--- config.mk ---
export PLATFORM = sky130hd
export DESIGN_NAME = heater_sched
export DESIGN_NICKNAME = d
export VERILOG_FILES = /design/src/rtl/heater_pkg.sv /design/src/rtl/heater_chan_fsm.sv /design/src/rtl/heater_sched.sv
export SDC_FILE = /design/constraint.sdc
export NUM_CORES = 1
export LEC_CHECK = 0
export ABC_CLOCK_PERIOD_IN_PS = 12320
export CAP_MARGIN = 20
export CORE_AREA = 2 2 241 243
export DETAILED_ROUTE_END_ITERATION = 6
export DIE_AREA = 0 0 243 245
export GPL_TIMING_DRIVEN = 0
export PLACE_DENSITY_LB_ADDON = 0.2
export SYNTH_ARGS = -nofsm -noshare
export SYNTH_HDL_FRONTEND = slang
export SYNTH_SLANG_ARGS = --single-unit
--- constraint.sdc ---
create_clock -name clk -period 12.32 [get_ports clk]
set_input_delay 1.848 -clock clk [delete_from_list [all_inputs] [get_ports clk]]
set_output_delay 1.848 -clock clk [all_outputs]
set_load 0.05 [all_outputs]
--- src/rtl/heater_pkg.sv ---
// heater_pkg: shared channel state type and counter width helpers for the heater scheduler.
package heater_pkg;
  typedef enum logic [2:0] {IDLE, WAIT, ON, CLEAR, LOCKED} chan_state_e;
  localparam int RETRY_W = 8;
  function automatic int slot_w(input int slot_cycles);
    return (slot_cycles > 2) ? $clog2(slot_cycles) : 1;
  endfunction
  function automatic int clr_w(input int clr_cycles);
    return (clr_cycles > 2) ? $clog2(clr_cycles) : 1;
  endfunction
endpackage

--- src/rtl/heater_chan_fsm.sv ---
// heater_chan_fsm: per-channel IDLE/WAIT/ON/CLEAR/LOCKED sequencer with slot, clear and retry tracking.
module heater_chan_fsm
  import heater_pkg::*;
#(
  parameter int SLOT_CYCLES = 256,
  parameter int CLR_CYCLES  = 8,
  parameter int MAX_RETRY   = 3
) (
  input  logic clk,
  input  logic rst_n,
  input  logic req_i,
  input  logic grant_i,
  input  logic err_i,
  input  logic ack_i,
  output logic wait_o,
  output logic on_o,
  output logic leave_o,
  output logic en_o,
  output logic clr_o,
  output logic lock_o
);
  localparam int SLOT_W = slot_w(SLOT_CYCLES);
  localparam int CLR_W  = clr_w(CLR_CYCLES);
  chan_state_e        state_q, state_d;
  logic [SLOT_W-1:0]  slot_q, slot_d;
  logic [CLR_W-1:0]   clr_q, clr_d;
  logic [RETRY_W-1:0] retry_q, retry_d;
  logic               slot_end, clr_end;
  assign slot_end = slot_q == SLOT_W'(SLOT_CYCLES - 1);
  assign clr_end  = clr_q == CLR_W'(CLR_CYCLES - 1);
  assign wait_o   = (state_q == WAIT) && req_i;
  assign on_o     = state_q == ON;
  // Departures from ON are visible to the arbiter so their budget can be reused this cycle
  assign leave_o  = on_o && (err_i || !req_i || slot_end);
  always_comb begin
    state_d = state_q;
    slot_d  = slot_q;
    clr_d   = clr_q;
    retry_d = retry_q;
    case (state_q)
      IDLE: state_d = req_i ? WAIT : IDLE;
      WAIT: begin
        if (!req_i) state_d = IDLE;
        else if (grant_i) begin
          state_d = ON;
          slot_d  = '0;
        end
      end
      ON: begin
        if (err_i) begin
          state_d = CLEAR;
          clr_d   = '0;
          retry_d = retry_q + RETRY_W'(1);
        end else if (!req_i || slot_end) begin
          state_d = req_i ? WAIT : IDLE;
          retry_d = slot_end ? '0 : retry_q;
        end else slot_d = slot_q + SLOT_W'(1);
      end
      CLEAR: begin
        if (clr_end) state_d = (err_i || retry_q == RETRY_W'(MAX_RETRY)) ? LOCKED : req_i ? WAIT : IDLE;
        else clr_d = clr_q + CLR_W'(1);
      end
      LOCKED: begin
        if (ack_i) begin
          state_d = IDLE;
          retry_d = '0;
        end
      end
      default: state_d = IDLE;
    endcase
  end
  always_ff @(posedge clk or negedge rst_n) begin
    if (!rst_n) begin
      state_q <= IDLE;
      slot_q  <= '0;
      clr_q   <= '0;
      retry_q <= '0;
      en_o    <= 1'b0;
      clr_o   <= 1'b0;
      lock_o  <= 1'b0;
    end else begin
      state_q <= state_d;
      slot_q  <= slot_d;
      clr_q   <= clr_d;
      retry_q <= retry_d;
      en_o    <= state_d == ON;
      clr_o   <= state_d == CLEAR;
      lock_o  <= state_d == LOCKED;
    end
  end
endmodule

--- src/rtl/heater_sched.sv ---
// heater_sched: round-robin heater slot arbiter under a concurrent-power budget.
// Define HEATER_SCHED_ERR_CNT_EN to add the saturating err_total error counter output.
module heater_sched
  import heater_pkg::*;
#(
  parameter int N           = 18,
  parameter int MAX_ACTIVE  = 4,
  parameter int SLOT_CYCLES = 256,
  parameter int CLR_CYCLES  = 8,
  parameter int MAX_RETRY   = 3
) (
  input  logic                   clk,
  input  logic                   rst_n,
  input  logic [N-1:0]           req,
  input  logic [N-1:0]           fault_ack,
  input  logic [N-1:0]           heater_error,
  output logic [N-1:0]           heater_enable,
  output logic [N-1:0]           heater_err_clear,
  output logic [N-1:0]           fault,
  output logic [$clog2(N+1)-1:0] active_cnt
`ifdef HEATER_SCHED_ERR_CNT_EN
  ,
  output logic [7:0]             err_total
`endif
);
  localparam int CNT_W = $clog2(N + 1);
  localparam int PTR_W = (N > 1) ? $clog2(N) : 1;
  logic [N-1:0]     wait_v, on_v, leave_v, grant_v;
  logic [PTR_W-1:0] rr_ptr_q, rr_ptr_d, gnt_idx, idx;
  logic [CNT_W-1:0] stay_cnt, act_d;
  logic             found, grant_en;
  for (genvar i = 0; i < N; i++) begin : g_chan
    heater_chan_fsm #(
      .SLOT_CYCLES(SLOT_CYCLES),
      .CLR_CYCLES (CLR_CYCLES),
      .MAX_RETRY  (MAX_RETRY)
    ) u_chan (
      .clk    (clk),
      .rst_n  (rst_n),
      .req_i  (req[i]),
      .grant_i(grant_v[i]),
      .err_i  (heater_error[i]),
      .ack_i  (fault_ack[i]),
      .wait_o (wait_v[i]),
      .on_o   (on_v[i]),
      .leave_o(leave_v[i]),
      .en_o   (heater_enable[i]),
      .clr_o  (heater_err_clear[i]),
      .lock_o (fault[i])
    );
  end
  // Budget counts only channels that remain ON past this edge
  always_comb begin
    stay_cnt = '0;
    found    = 1'b0;
    gnt_idx  = '0;
    idx      = '0;
    for (int k = 0; k < N; k++) stay_cnt = stay_cnt + CNT_W'(on_v[k] && !leave_v[k]);
    for (int k = 0; k < N; k++) begin
      idx = PTR_W'((int'(rr_ptr_q) + k) % N);
      if (!found && wait_v[idx]) begin
        found   = 1'b1;
        gnt_idx = idx;
      end
    end
    grant_en = found && (stay_cnt < CNT_W'(MAX_ACTIVE));
    grant_v  = grant_en ? N'(1) << gnt_idx : '0;
    rr_ptr_d = !grant_en ? rr_ptr_q : (gnt_idx == PTR_W'(N - 1)) ? '0 : gnt_idx + PTR_W'(1);
    act_d    = stay_cnt + CNT_W'(grant_en);
  end
  always_ff @(posedge clk or negedge rst_n) begin
    if (!rst_n) begin
      rr_ptr_q   <= '0;
      active_cnt <= '0;
    end else begin
      rr_ptr_q   <= rr_ptr_d;
      active_cnt <= act_d;
    end
  end
`ifdef HEATER_SCHED_ERR_CNT_EN
  logic [15:0] err_sum;
  always_comb begin
    err_sum = {8'd0, err_total};
    for (int k = 0; k < N; k++) err_sum = err_sum + 16'(on_v[k] && heater_error[k]);
  end
  always_ff @(posedge clk or negedge rst_n) begin
    if (!rst_n) err_total <= '0;
    else err_total <= (err_sum > 16'd255) ? 8'hff : err_sum[7:0];
  end
`endif
endmodule
-- Word level (Yosys, flattened, before mapping)
Index checks and enable logic that the tools add are counted.
- $add $sub $neg: 90
- divide/modulo/power cells: 18
- order comparisons: 19
- equal/unequal tests: 343
- shift-type cells: 1
- mux-type cells: 470
- reductions and logical operators: 323
- operators by type and width (kind ; number):
    $mux W8 ; 144
    $pmux W8 S2 ; 36
    $mod A32 B6 Y32 const B ; 17
    $mux W3 ; 162
    $add A8 B1 Y8 const B ; 36
    $pmux W3 S5 ; 18
    $ne A2 B2 Y1 const B ; 126
    $eq A3 B2 Y1 const B ; 72
    $eq A3 B3 Y1 const B ; 54
    $eq A8 B2 Y1 const B ; 18
    $eq A8 B8 Y1 const B ; 18
    $lt A5 B6 Y1 const B ; 18
    $ne A3 B3 Y1 const B ; 36
    $pmux W3 S2 ; 18
    $reduce_bool A2 Y1 ; 54
    $mux W5 ; 19
    $bmux W1 S5 ; 18
    $reduce_and A5 Y1 ; 18
    $logic_and A1 B1 Y1 ; 72
    $logic_or A1 B1 Y1 ; 72
    $reduce_and A4 Y1 ; 18
    $add A5 B1 Y5 ; 14
    $add A3 B1 Y3 const B ; 18
    $eq A3 B1 Y1 const B ; 18
    other kinds (19) ; 170
- bits in registers: 460
- bits of input ports: 56
- output and inout bits: 59
- logic and storage cells: 1392

-- Logic depth before layout (Yosys ltp)
- depth in word-level cells: 62
- depth in mapped cells: 36
- mapped depth without buffers: 28

-- By module
From an unflattened synthesis, not the netlist that was laid out.
- cell total of the unflattened synthesis: 4160
- area total of the unflattened synthesis: 35303.9 sq um
- modules (own cells, without submodules) (module ; instances ; cells each ; area an instance (sq um) ; seq. area each (sq um)):
    heater_chan_fsm ; 18 ; 140 ; 1311.3 ; 625.6
    heater_sched ; 1 ; 1640 ; 11701.2 ; 250.2

-- Least setup slack after synthesis
OpenSTA, ideal clock, no wires.
- path kind: reg2reg
- start: reg rr_ptr_q[1]
- end: reg g_chan[3].u_chan.state_q[1]
- data arrival time: 7559 ps
- setup slack: 4630 ps
- stages on the path, launching flop included: 30
- path buffers: 6
- clock period less this slack: 7690 ps
- cells stage by stage: dfrtp_1 -> buf_6 -> buf_2 -> inv_1 -> buf_2 -> buf_1 -> ha_1 -> ha_1 -> a211oi_1 -> or4b_4 -> nand2_1 -> xnor2_1 -> ha_1 -> inv_1 -> mux4_2 -> mux4_2 -> a32oi_4 -> nand2_4 -> nor3_4 -> nand4_1 -> or3_1 -> buf_6 -> or3_1 -> o211ai_1 -> inv_1 -> ha_1 -> ha_1 -> and3_1 -> clkbuf_1 -> or3_1
- word-level cells in the longest chain between the ends: 60
- elaborated cells between the ends (all ways): 147
- classes of those cells: add/sub: 17; div: 18; shift: 1; mux: 76; reduce/logical: 35
- RTL lines (what ; line ; RTL):
    from (decl) ; heater_sched.sv:29 ; logic [PTR_W-1:0] rr_ptr_q, rr_ptr_d, gnt_idx, idx;
    from (signal assigned) ; heater_sched.sv:76 ; rr_ptr_q <= rr_ptr_d;
    parallel branches: the longest is 56 deep, another holds $mod A32 B6 Y32 ; n/a ;
    $mux W18 * ; heater_sched.sv:67 ; grant_v = grant_en ? N'(1) << gnt_idx : '0;
    $mux W3 * ; heater_chan_fsm.sv:44 ; else if (grant_i) begin
    $mux W3 * ; heater_chan_fsm.sv:43 ; if (!req_i) state_d = IDLE;
    $pmux W3 S5 * ; heater_chan_fsm.sv:40 ; case (state_q)
    named net g_chan[3].u_chan.state_d[1] ; heater_chan_fsm.sv:24 ; chan_state_e state_q, state_d;
    to (signal assigned) ; heater_chan_fsm.sv:82 ; state_q <= state_d;
    to (decl) ; heater_chan_fsm.sv:24 ;
Mark *: on every way through the listed nets, which the timed path passes. The select of a mux whose other input is x is not followed.
A chain may end at the register's enable or synchronous reset.

-- Worst setup path in the final report
- start: reg rr_ptr_q[0]
- end: reg g_chan[0].u_chan.slot_q[7]
- word-level cells in the longest chain between the ends: 59
- elaborated cells between the ends (all ways): 146
- classes of those cells: add/sub: 17; div: 18; eq/ne: 1; shift: 1; mux: 73; reduce/logical: 36
- RTL lines (what ; line ; RTL):
    parallel branches: the longest is 56 deep, another holds $mod A32 B6 Y32 ; n/a ;
    $mux W18 * ; heater_sched.sv:67 ;
    $ne A2 B2 Y1 (no source line) * ; n/a ;
    $reduce_and A5 Y1 (no source line) * ; n/a ;
    to (signal assigned) ; heater_chan_fsm.sv:83 ; slot_q <= slot_d;
    to (decl) ; heater_chan_fsm.sv:25 ; logic [SLOT_W-1:0] slot_q, slot_d;
Every way passes the cells marked *. The select of a mux whose other input is x is not followed.

==> results.py <==
metrics = {
    "placed_design": {
        "place_inst": 4974,
        "gp_congestion": 1.03,
        "dp_worst_setup_slack_ns": 1.54,
        "hpwl_um": 78000,
        "port_buffers": 109,
    },
    "worst_hold_path": {
        "holdPathEnd": "g_chan[11].u_chan.slot_q[7]",
        "hold_path_class": "reg2reg",
        "min_from": "g_chan[11].u_chan.slot_q[7]",
        "whs_path_depth": 1,
    },
    "setup_path": {
        "worst_path_most_repeated_cell": "clkbuf_1",
        "rr_endpoint": "g_chan[0].u_chan.slot_q[7]",
        "rrSetupSlack_ns": 1.11,
        "required_ns": 12.80,
        "reg2regPathDepth": 30,
        "cp_max_fo": 14,
        "cp-start-kind": "flip-flop",
        "critPathTopFamily": "buffers and inverters",
        "path_buf_inv": 13,
        "path_class": "reg2reg",
        "cp_slowest_stage_delay_ns": 0.83,
        "r2r_start": "rr_ptr_q[0]",
        "crit_slowest_cell": "clkbuf_1",
        "arrival_ns": 11.70,
        "end_kind": "flip-flop",
    },
    "sta": {
        "grt_setup_unrepaired": "false",
        "fmax_mhz": 89.2,
        "min_period_ns": 11.21,
        "timing.final.ws_setup_ns": 1.11,
        "slew_viol_final": 0,
        "timing.slew.headroom": 0.233,
        "tightest_slew_ns": 1.15,
        "final_hold_viol_count": 0,
        "period_share": 0.910,
        "finalClockSkew_ns": 0.0638,
        "setup_viol": 0,
    },
    "route": {
        "drt_iter0_drc": 3658,
        "ant_nets": 0,
        "vias": 33100,
        "viasPerCell": 6.52,
        "wirelength_um": 105000,
        "drc": 0,
        "first_pass_iters": 6,
        "wire_per_inst_um": 20.8,
    },
    "synth": {
        "yosys_register_bits": 460,
        "synth_compound_area_frac": 0.222,
        "synth_xor_area_frac": 0.0410,
        "syn-instance-count": 4092,
        "synth_nets": 4313,
        "synth_area_leaders": "dfrtp_1 (33%), ha_1 (5.5%), o21ai_0 (4.7%), nand2_1 (4.7%), nor2_1 (4.1%)",
        "netlist_area_mm2": 0.0350,
        "synth_flop_cell": "dfrtp_1",
        "synth_area_per_cell_um2": 8.56,
        "synth_top_cell_by_area": "dfrtp_1",
        "synth-async-reset-ratio": 1.00,
        "synth_top_family_by_area": "simple AND/OR/NAND/NOR gates",
        "synth_fa_ha_area_frac": 0.0627,
        "synth.distinct_cells": 137,
        "yosys_warnings": 0,
        "netlist.area_leader.share": 0.329,
        "synthMuxAreaShare": 0.0559,
        "synth_seq_area_share": 0.329,
        "synth_edf_count": 0,
        "synth_simple_gate_area_frac": 0.240,
    },
    "finish": {
        "final_cells": 5069,
        "mostFrequentLayoutCells": "dfrtp_1 (460), nand2_1 (442), nor2_1 (386)",
        "nets": 4482,
        "drive_gt1_frac": 0.0946,
        "final_common_cell": "dfrtp_1",
        "syn2layout_area_growth_pct": 11.3,
    },
    "clocking": {
        "cts_num_sinks": 460,
        "post_cts_buffers": 0,
        "clk-insertion-delay-late_ns": 0.64,
        "cts_hold_buffers": 0,
        "cts_inserted_buffers": 49,
        "cts_resized": 0,
        "cts_buffer_depth": 3,
        "htreeDepth": 2,
        "cts_tree": "built",
        "clk_pin_slew_ns": 0.06,
        "root_buffer": "clkbuf_16",
    },
    "global_route": {
        "gr-total-overflow": 0,
        "grt_max_degree": 126,
        "grt_pass1_vias": 30800,
        "track_usage": 0.350,
        "antenna_found_initial": 3,
        "grt_pass1_wl_um": 168000,
    },
    "die": {
        "die_y_um": 245,
        "initial_core_util": 0.614,
        "die_x_um": 243,
        "pin_count": 115,
        "coreArea_mm2": 0.0570,
        "fp.dieArea_mm2": 0.0595,
        "rows": 88,
    },
    "outcome": {
        "status": "finished, final reports clean",
    },
    "run": {
        "drv_cap": 0,
    },
}
## logic make-up (layout without fill, tap and decap cells)
| logic type | Yosys count | after routing |
|---|---|---|
| flip-flops | 460 | 460 |
| other | 0 | 2 |
| multiplexers | 155 | 155 |
| adder cells (fa/ha/maj) | 169 | 169 |
| AO/OA/AOI/OAI | 1137 | 1137 |
| AND/OR/NAND/NOR | 1648 | 1648 |
| buffers and inverters | 364 | 574 |
| XOR/XNOR | 159 | 159 |
## layer usage
layer	vias up	track usage	routed length, µm
met5	-	0	0
met4	0	0.151	4800
met3	259	0.0492	8640
met2	1434	0.546	46900
met1	15900	0.488	45100
li1	15400	-	-
## state kept, by name, summed over array words and instances (netlist names)
name	count
g_chan.u_chan.en_o	18
g_chan.u_chan.state_q	54
g_chan.u_chan.slot_q	144
g_chan.u_chan.lock_o	18
active_cnt	5
g_chan.u_chan.retry_q	144
g_chan.u_chan.clr_q	54
rr_ptr_q	5
g_chan.u_chan.clr_o	18
## cell usage after synthesis (all sizes together), types with 31 or more instances
cell type,number
nand3b,32
o211ai,39
xnor2,82
and3,108
mux2i,89
nor4,35
o22ai,47
o21ai,348
nor2b,45
a31oi,94
nand4,68
a211oi,43
xor2,77
nand2,447
and2,44
a22o,51
buf,120
clkbuf,105
mux2,39
inv,136
or3,32
o31ai,42
nand3,158
nand2b,68
or2,31
dfrtp,460
a21o,32
nor3,83
nor2,390
a21oi,172
ha,153
## stage by stage
step	instance area, µm²	utilization	hold slack, ns	TNS, ns
after global placement	37100	0.650	0.461	-5007.30
final	39000	0.684	0.472	0
after CTS	39000	0.684	0.471	0
after floorplan	35000	-	0.438	0
after global routing	39000	0.684	0.487	0
after detailed placement	37200	0.653	0.463	0
## worst max-delay path by stage
stage,depth (start not counted),from,end
final,30,rr_ptr_q[0],g_chan[0].u_chan.slot_q[7]
after global routing,30,rr_ptr_q[0],g_chan[0].u_chan.slot_q[6]
after CTS,30,rr_ptr_q[0],g_chan[0].u_chan.slot_q[7]
after detailed placement,30,rr_ptr_q[0],g_chan[0].u_chan.slot_q[7]
after global placement,1,rst_n,g_chan[1].u_chan.retry_q[6]
after floorplan,29,rr_ptr_q[1],g_chan[3].u_chan.state_q[1]
## area by class of cell
cell class,count,area (µm²)
Timing Repair Buffer,118,1250
Tap cell,765,957
Multi-Input combinational cell,3268,21800
Clock inverter,28,402
Clock buffer,64,1360
Buffer,225,1210
Fill cell,4789,18000
Inverter,139,527
Antenna cell,2,5.00
Sequential cell,460,11500
Power is not shown: default switching activity piles up to over one toggle a cycle in this logic, so the estimate is an artifact.
